$ cat config.mk
export PLATFORM = sky130hd
export DESIGN_NAME = traffic_lights_cmd_master_flat
export DESIGN_NICKNAME = d
export VERILOG_FILES = /design/src/rtl/traffic_lights_cmd_master_if.sv /design/src/rtl/traffic_lights_cmd_master.sv /design/src/flat_wrapper.sv
export SDC_FILE = /design/constraint.sdc
export NUM_CORES = 1
export LEC_CHECK = 0
export ABC_AREA = 1
export CORE_MARGIN = 8
export CORE_UTILIZATION = 51
export CTS_CLUSTER_DIAMETER = 30
export DETAILED_ROUTE_END_ITERATION = 8
export PLACE_DENSITY_LB_ADDON = 0.05
export SYNTH_ARGS = -nofsm -noshare
export SYNTH_HDL_FRONTEND = slang
export SYNTH_SLANG_ARGS = --single-unit
$ cat constraint.sdc
create_clock -name clk_i -period 4.95 [get_ports clk_i]
set_input_delay 0.99 -clock clk_i [delete_from_list [all_inputs] [get_ports clk_i]]
set_output_delay 0.99 -clock clk_i [all_outputs]
set_load 0.01 [all_outputs]
$ cat src/rtl/traffic_lights_cmd_master_if.sv
// Host/command bundle between a configuration host, the command master and
// the traffic-light controller's cmd_type/cmd_valid/cmd_data port.
interface traffic_lights_cmd_master_if #(
  parameter int WIDTH = 16
);
  logic             cfg_valid_i;
  logic             cfg_ready_o;
  logic [WIDTH-1:0] cfg_green_i;
  logic [WIDTH-1:0] cfg_red_i;
  logic [WIDTH-1:0] cfg_yellow_i;
  logic             cfg_run_i;
  logic             off_req_i;
  logic             busy_o;
  logic [2:0]       cmd_type_o;
  logic             cmd_valid_o;
  logic [WIDTH-1:0] cmd_data_o;
  logic [1:0]       mode_o;

  modport master (
    input  cfg_valid_i, cfg_green_i, cfg_red_i, cfg_yellow_i, cfg_run_i, off_req_i,
    output cfg_ready_o, busy_o, cmd_type_o, cmd_valid_o, cmd_data_o, mode_o
  );

  modport slave (
    output cfg_valid_i, cfg_green_i, cfg_red_i, cfg_yellow_i, cfg_run_i, off_req_i,
    input  cfg_ready_o, busy_o, cmd_type_o, cmd_valid_o, cmd_data_o, mode_o
  );
endinterface

$ cat src/rtl/traffic_lights_cmd_master.sv
// Expands one host configuration into the controller's legal command sequence
// (NOTRANSITION, SET_GREEN, SET_RED, SET_YELLOW, NORMAL) and issues SHUTDOWN on request.
module traffic_lights_cmd_master #(
  parameter int WIDTH      = 16,
  parameter int GAP_CYCLES = 2
) (
  input  logic                        clk_i,
  input  logic                        srst_i,
  traffic_lights_cmd_master_if.master bus
);

  typedef enum logic [2:0] {
    IDLE_S, NT_S, SETG_S, SETR_S, SETY_S, RUN_S, OFF_S, GAP_S
  } state_t;

  localparam logic [2:0] CMD_NORMAL   = 3'd0;
  localparam logic [2:0] CMD_SHUTDOWN = 3'd1;
  localparam logic [2:0] CMD_NOTRANS  = 3'd2;
  localparam logic [2:0] CMD_SETG     = 3'd3;
  localparam logic [2:0] CMD_SETR     = 3'd4;
  localparam logic [2:0] CMD_SETY     = 3'd5;

  localparam logic [1:0] MODE_IDLE   = 2'd0;
  localparam logic [1:0] MODE_NORMAL = 2'd1;
  localparam logic [1:0] MODE_NT     = 2'd2;

  localparam int           GW       = (GAP_CYCLES > 1) ? $clog2(GAP_CYCLES) : 1;
  localparam logic [GW-1:0] GAP_LAST = GW'((GAP_CYCLES > 0) ? GAP_CYCLES - 1 : 0);

  // A zero time would stall the controller, so the shortest legal phase is one tick.
  function automatic logic [WIDTH-1:0] sat_time(input logic [WIDTH-1:0] t);
    return (t == '0) ? WIDTH'(1) : t;
  endfunction

  function automatic state_t seq_after(input state_t cur, input logic run);
    case (cur)
      NT_S:    return SETG_S;
      SETG_S:  return SETR_S;
      SETR_S:  return SETY_S;
      SETY_S:  return run ? RUN_S : IDLE_S;
      default: return IDLE_S;
    endcase
  endfunction

  function automatic logic [2:0] cmd_code(input state_t s);
    case (s)
      NT_S:    return CMD_NOTRANS;
      SETG_S:  return CMD_SETG;
      SETR_S:  return CMD_SETR;
      SETY_S:  return CMD_SETY;
      OFF_S:   return CMD_SHUTDOWN;
      default: return CMD_NORMAL;
    endcase
  endfunction

  state_t           state, last_cmd, launch_st;
  logic [GW-1:0]    gap_cnt;
  logic [WIDTH-1:0] green_p0, red_p0, yellow_p0;
  logic             run_p0;
  logic             off_pending;
  logic             vld_p1, busy_p1;
  logic [2:0]       type_p1;
  logic [WIDTH-1:0] data_p1, launch_data;
  logic [1:0]       mode_p1;
  logic             ready, hs, launch_go;

  assign ready = (state == IDLE_S) && !off_pending;
  assign hs    = bus.cfg_valid_i && ready;

  // Decide which command (if any) gets registered onto the bus at the next edge.
  always_comb begin
    launch_go = 1'b0;
    launch_st = IDLE_S;
    case (state)
      IDLE_S: begin
        if (hs) begin
          launch_go = 1'b1;
          launch_st = (mode_p1 == MODE_NT) ? SETG_S : NT_S;
        end else if ((off_pending || bus.off_req_i) && mode_p1 != MODE_IDLE) begin
          launch_go = 1'b1;
          launch_st = OFF_S;
        end
      end
      GAP_S: begin
        if (gap_cnt == GAP_LAST) begin
          launch_st = seq_after(last_cmd, run_p0);
          launch_go = (launch_st != IDLE_S);
        end
      end
      default: begin
        if (GAP_CYCLES == 0) begin
          launch_st = seq_after(state, run_p0);
          launch_go = (launch_st != IDLE_S);
        end
      end
    endcase

    case (launch_st)
      SETG_S:  launch_data = (state == IDLE_S) ? sat_time(bus.cfg_green_i) : green_p0;
      SETR_S:  launch_data = red_p0;
      SETY_S:  launch_data = yellow_p0;
      default: launch_data = '0;
    endcase
  end

  always_ff @(posedge clk_i) begin
    if (srst_i) begin
      state       <= IDLE_S;
      last_cmd    <= IDLE_S;
      gap_cnt     <= '0;
      off_pending <= 1'b0;
      vld_p1      <= 1'b0;
      type_p1     <= CMD_NORMAL;
      data_p1     <= '0;
      mode_p1     <= MODE_IDLE;
      busy_p1     <= 1'b0;
    end else begin
      vld_p1 <= 1'b0;

      if (hs) begin
        green_p0  <= sat_time(bus.cfg_green_i);
        red_p0    <= sat_time(bus.cfg_red_i);
        yellow_p0 <= sat_time(bus.cfg_yellow_i);
        run_p0    <= bus.cfg_run_i;
      end

      if (launch_go) begin
        state    <= launch_st;
        last_cmd <= launch_st;
        vld_p1   <= 1'b1;
        type_p1  <= cmd_code(launch_st);
        data_p1  <= launch_data;
        busy_p1  <= 1'b1;
        case (launch_st)
          NT_S:    mode_p1 <= MODE_NT;
          RUN_S:   mode_p1 <= MODE_NORMAL;
          OFF_S:   mode_p1 <= MODE_IDLE;
          default: ;
        endcase
      end else begin
        case (state)
          IDLE_S: ;
          GAP_S: begin
            if (gap_cnt == GAP_LAST) begin
              state   <= IDLE_S;
              busy_p1 <= 1'b0;
            end else begin
              gap_cnt <= gap_cnt + 1'b1;
            end
          end
          default: begin
            if (GAP_CYCLES == 0) begin
              state   <= IDLE_S;
              busy_p1 <= 1'b0;
            end else begin
              state   <= GAP_S;
              gap_cnt <= '0;
            end
          end
        endcase
      end

      // Requests arriving while busy are merged into a single deferred SHUTDOWN.
      if (launch_go && launch_st == OFF_S)
        off_pending <= 1'b0;
      else if (state == IDLE_S && off_pending && mode_p1 == MODE_IDLE)
        off_pending <= 1'b0;
      else if (bus.off_req_i && (state != IDLE_S || hs))
        off_pending <= 1'b1;
    end
  end

  assign bus.cfg_ready_o = ready;
  assign bus.busy_o      = busy_p1;
  assign bus.cmd_valid_o = vld_p1;
  assign bus.cmd_type_o  = type_p1;
  assign bus.cmd_data_o  = data_p1;
  assign bus.mode_o      = mode_p1;

endmodule

$ cat src/flat_wrapper.sv
// flat-port wrapper written by rule: the top's interface ports become plain ports
module traffic_lights_cmd_master_flat 
#(
  parameter int WIDTH      = 16,
  parameter int GAP_CYCLES = 2
)
  (clk_i, srst_i, bus_cfg_valid_i, bus_cfg_green_i, bus_cfg_red_i, bus_cfg_yellow_i, bus_cfg_run_i, bus_off_req_i, bus_cfg_ready_o, bus_busy_o, bus_cmd_type_o, bus_cmd_valid_o, bus_cmd_data_o, bus_mode_o);
  traffic_lights_cmd_master_if #(.WIDTH(WIDTH)) bus_i ();
  input  logic clk_i;
  input  logic srst_i;
  input wire logic [$bits(bus_i.cfg_valid_i)-1:0] bus_cfg_valid_i;
  input wire logic [$bits(bus_i.cfg_green_i)-1:0] bus_cfg_green_i;
  input wire logic [$bits(bus_i.cfg_red_i)-1:0] bus_cfg_red_i;
  input wire logic [$bits(bus_i.cfg_yellow_i)-1:0] bus_cfg_yellow_i;
  input wire logic [$bits(bus_i.cfg_run_i)-1:0] bus_cfg_run_i;
  input wire logic [$bits(bus_i.off_req_i)-1:0] bus_off_req_i;
  output wire logic [$bits(bus_i.cfg_ready_o)-1:0] bus_cfg_ready_o;
  output wire logic [$bits(bus_i.busy_o)-1:0] bus_busy_o;
  output wire logic [$bits(bus_i.cmd_type_o)-1:0] bus_cmd_type_o;
  output wire logic [$bits(bus_i.cmd_valid_o)-1:0] bus_cmd_valid_o;
  output wire logic [$bits(bus_i.cmd_data_o)-1:0] bus_cmd_data_o;
  output wire logic [$bits(bus_i.mode_o)-1:0] bus_mode_o;
  assign bus_i.cfg_valid_i = bus_cfg_valid_i;
  assign bus_i.cfg_green_i = bus_cfg_green_i;
  assign bus_i.cfg_red_i = bus_cfg_red_i;
  assign bus_i.cfg_yellow_i = bus_cfg_yellow_i;
  assign bus_i.cfg_run_i = bus_cfg_run_i;
  assign bus_i.off_req_i = bus_off_req_i;
  assign bus_cfg_ready_o = bus_i.cfg_ready_o;
  assign bus_busy_o = bus_i.busy_o;
  assign bus_cmd_type_o = bus_i.cmd_type_o;
  assign bus_cmd_valid_o = bus_i.cmd_valid_o;
  assign bus_cmd_data_o = bus_i.cmd_data_o;
  assign bus_mode_o = bus_i.mode_o;
  traffic_lights_cmd_master #(.WIDTH(WIDTH), .GAP_CYCLES(GAP_CYCLES)) u_core (.clk_i(clk_i), .srst_i(srst_i), .bus(bus_i));
endmodule
==> metrics.cfg <==
[final_layout]
diodes = 0
area_delta_synth_final_pct = 21.33
fin_area_um2 = 4648
stdcell_count = 569
num-nets-final = 518
drive_gt1_share_pct = 7.447

[routing]
wl_per_cell_um = 15.51
drc = 0
vias = 2947
ant_nets = 0
wl_um = 8828
dr.pass1.iters = 5
viasPerCell = 5.179
drtIter0Drc = 184

[power_and_ir_drop]
p_leak_nw = 1.819
ir_worst_vdd_v = 0.0001767
power_density_nw_per_um2 = 342.5
power.total_mw = 1.592

[critical_path]
r2r_start = u_core.state[0]$_SDFFE_PP0P_
path_cells = clkdlybuf4s50_1, nand4_4, nand2_1, nand2_1, inv_2, nand4_1, nand3_1, nor2_1, nor2_1
critical_path_class = primary input to flip-flop
reg2reg_depth = 10
r2r_end = u_core.bus.cmd_data_o[5]$_SDFFE_PP0P_
cp-end-kind = flip-flop
crit_arrival_ns = 3.24
start_kind = primary input
required_ns = 5.24
max_stage_delay_ns = 0.57
cp_max_fo = 20
regToRegSetupSlack_ns = 2.48
cp_slowest_cell = clkdlybuf4s50_1

[cts]
cts_resized = 0
clk_latency_ns = 0.35
cts_tree = built
holdBufCountCts = 0
postCtsSetupRepairBufs = 0
htreeDepth = 3
cts_root_buffer = clkbuf_8
cts_inserted_buffers = 9
clk_pin_slew_ns = 0.08
cts_sinks = 80
clockBufferDepth = 2

[yosys]
syn_avg_cell_area_um2 = 8.767
synthCells = 437
synth_edf_count = 49
ys_types = 33
yosysSeqAreaShare_pct = 54.60
yosys-top-cells-area = edfxtp_1 (38%), dfxtp_1 (16%), nand2_1 (6.9%)
synth_seq_cells = 80
synth-main-ff-cell = edfxtp_1
synth_adder_area_share_pct = 0
muxShareOfSynthArea_pct = 0
ys.warnings.count = 0
synth-simple-area-share_pct = 28.48
synth_xor_area_share_pct = 0
synth.top_cell.area_share_pct = 38.41
synth_top_area_cell = edfxtp_1
syn_nets = 490
synth_top_family_by_area = simple AND/OR/NAND/NOR gates
synth-compound-area-share_pct = 5.258
syn_area_um2 = 3831
async_flop_share_pct = 0

[placed_design]
dp_cells = 553
gp_congestion = 0.9459
placed_area_um2 = 4471
post-place-ws_ns = 1.689
io_buffers = 76
hpwl_um = 6460

[floorplan]
rows = 31
die_area_um2 = 10540
io_pins = 77
initial_core_util_pct = 52.82
core_area_um2 = 7253
dieHeight_um = 102.7
die_w_um = 102.7

[global_route]
grt_max_degree = 50
grt_pass1_vias = 2890
overflow = 0
grt_pass1_wl_um = 14080
grt_usage_pct = 17.91
antenna_found_initial = 0

[worst_hold_path]
hold-path-endpoint = u_core.bus.cmd_data_o[15]$_SDFFE_PP0P_
hold_path_depth = 2
hold_start = u_core.bus.cmd_data_o[15]$_SDFFE_PP0P_
worst_hold_path_type = flip-flop to flip-flop

[sta]
finalHoldViolations = 0
rsz0062_at_grt = no
setup_viol = 0
max_freq_mhz = 339.1
fin_crit_sh_pct = 59.57
fin_crit_ns = 2.949
worst-slew-pin-transition_ns = 0.8263
fin_ws_ns = 2.001
slew_headroom_pct = 44.78
setup_tns_ns = 0
report.final.slew_viol_count = 0
skew_ns = 0.003807

[job]
drv_cap = 0

[status]
status = completed

==> sequential cells by signal (all words and copies together) (netlist names) <==
| name | cells |
|---|---|
| u_core.bus.busy_o | 1 |
| u_core.bus.cmd_data_o | 16 |
| u_core.bus.cmd_type_o | 3 |
| u_core.bus.cmd_valid_o | 1 |
| u_core.bus.mode_o | 2 |
| u_core.gap_cnt | 1 |
| u_core.green_p0 | 16 |
| u_core.last_cmd | 3 |
| u_core.off_pending | 1 |
| u_core.red_p0 | 16 |
| u_core.run_p0 | 1 |
| u_core.state | 3 |
| u_core.yellow_p0 | 16 |
==> Yosys cell counts, types with 2 or more instances <==
cell      number
nor2_8         2
nor4_1         8
a41o_1         2
nor2_1        63
nand2_1       70
a31oi_1        3
a21oi_1        8
nand4_1       34
edfxtp_1      49
buf_2          7
a211oi_1       2
inv_1         43
dfxtp_1       31
nand3_4        2
inv_2          3
nand2_4        4
nand3_1       24
o22ai_1        2
o21ai_0       14
nor2_4         3
buf_4          3
nor2_2         2
clkbuf_1      48
==> where the power goes <==
group	internal [mW]	total [mW]	switching (mW)
clock	0.226	0.455	0.229
sequential	0.757	0.783	0.0266
combinational	0.140	0.354	0.214
==> cells in the final DEF (no fill, tap or decap), types with 4 or more instances in the layout <==
master            n
nor2_1           62
nand2_1          70
nand2_4           4
nor2_4            4
dfxtp_1          31
o21ai_0          14
a21oi_1           8
nor4_1            8
nand4_1          34
nand3_1          24
inv_1            43
clkdlybuf4s50_1  76
clkbuf_8          9
edfxtp_1         49
clkinv_1          4
==> area by class of cell <==
| type | instances | area (um^2) |
|---|---|---|
| clock inverters | 6 | 50.05 |
| fillers | 640 | 2605 |
| well taps | 99 | 123.9 |
| inverters | 47 | 178.9 |
| clock buffers | 10 | 127.6 |
| repair buffers | 78 | 775.7 |
| multi-input cells | 249 | 1300 |
| flip-flops and latches | 80 | 2092 |
==> critical path: cells and delay by family <==
kind | cells | cell delay, ns
and+or+nand+nor | 7 | 1.19
buffers and inverters | 2 | 1.04
==> metrics by stage <==
step / hold slack, ns / utilization, %
5_1_grt: 0.5028 / 64.08
3_3_place_gp: 0.4463 / 61.64
2_1_floorplan: 0.4369 / -
6_report: 0.4587 / 64.08
4_1_cts: 0.4595 / 64.08
3_5_place_dp: 0.4485 / 61.64
==> metal layers <==
metal / vias to the layer above / track usage, % / wire, um
met1: 1331 / 20.88 / 3583
li1: 1489 / - / -
met2: 105 / 28.72 / 4268
met3: 22 / 4.727 / 642
met4: 0 / 11.40 / 334
met5: - / 0 / 0
==> worst max-delay path by stage <==
stage | startpoint | endpoint | slack (ns) | cells past startpoint
finish | bus_cfg_valid_i | u_core.bus.cmd_data_o[14]$_SDFFE_PP0P_ | 2.00 | 9
floorplan | srst_i | u_core.green_p0[0]$_DFFE_PP_ | 1.02 | 3
global placement | bus_cfg_valid_i | u_core.bus.cmd_data_o[5]$_SDFFE_PP0P_ | 1.77 | 9
CTS | bus_cfg_valid_i | u_core.bus.cmd_data_o[14]$_SDFFE_PP0P_ | 2.05 | 9
detailed placement | bus_cfg_valid_i | u_core.bus.cmd_data_o[14]$_SDFFE_PP0P_ | 1.69 | 9
global route | bus_cfg_valid_i | u_core.bus.cmd_data_o[5]$_SDFFE_PP0P_ | 1.79 | 9
==> logic make-up (layout without fill, tap and decap cells) <==
family | Yosys count | in the layout
flops | 80 | 80
simple gates | 216 | 216
compound gates | 33 | 33
buf+inv | 108 | 141
(Power assumes the default switching activity.)
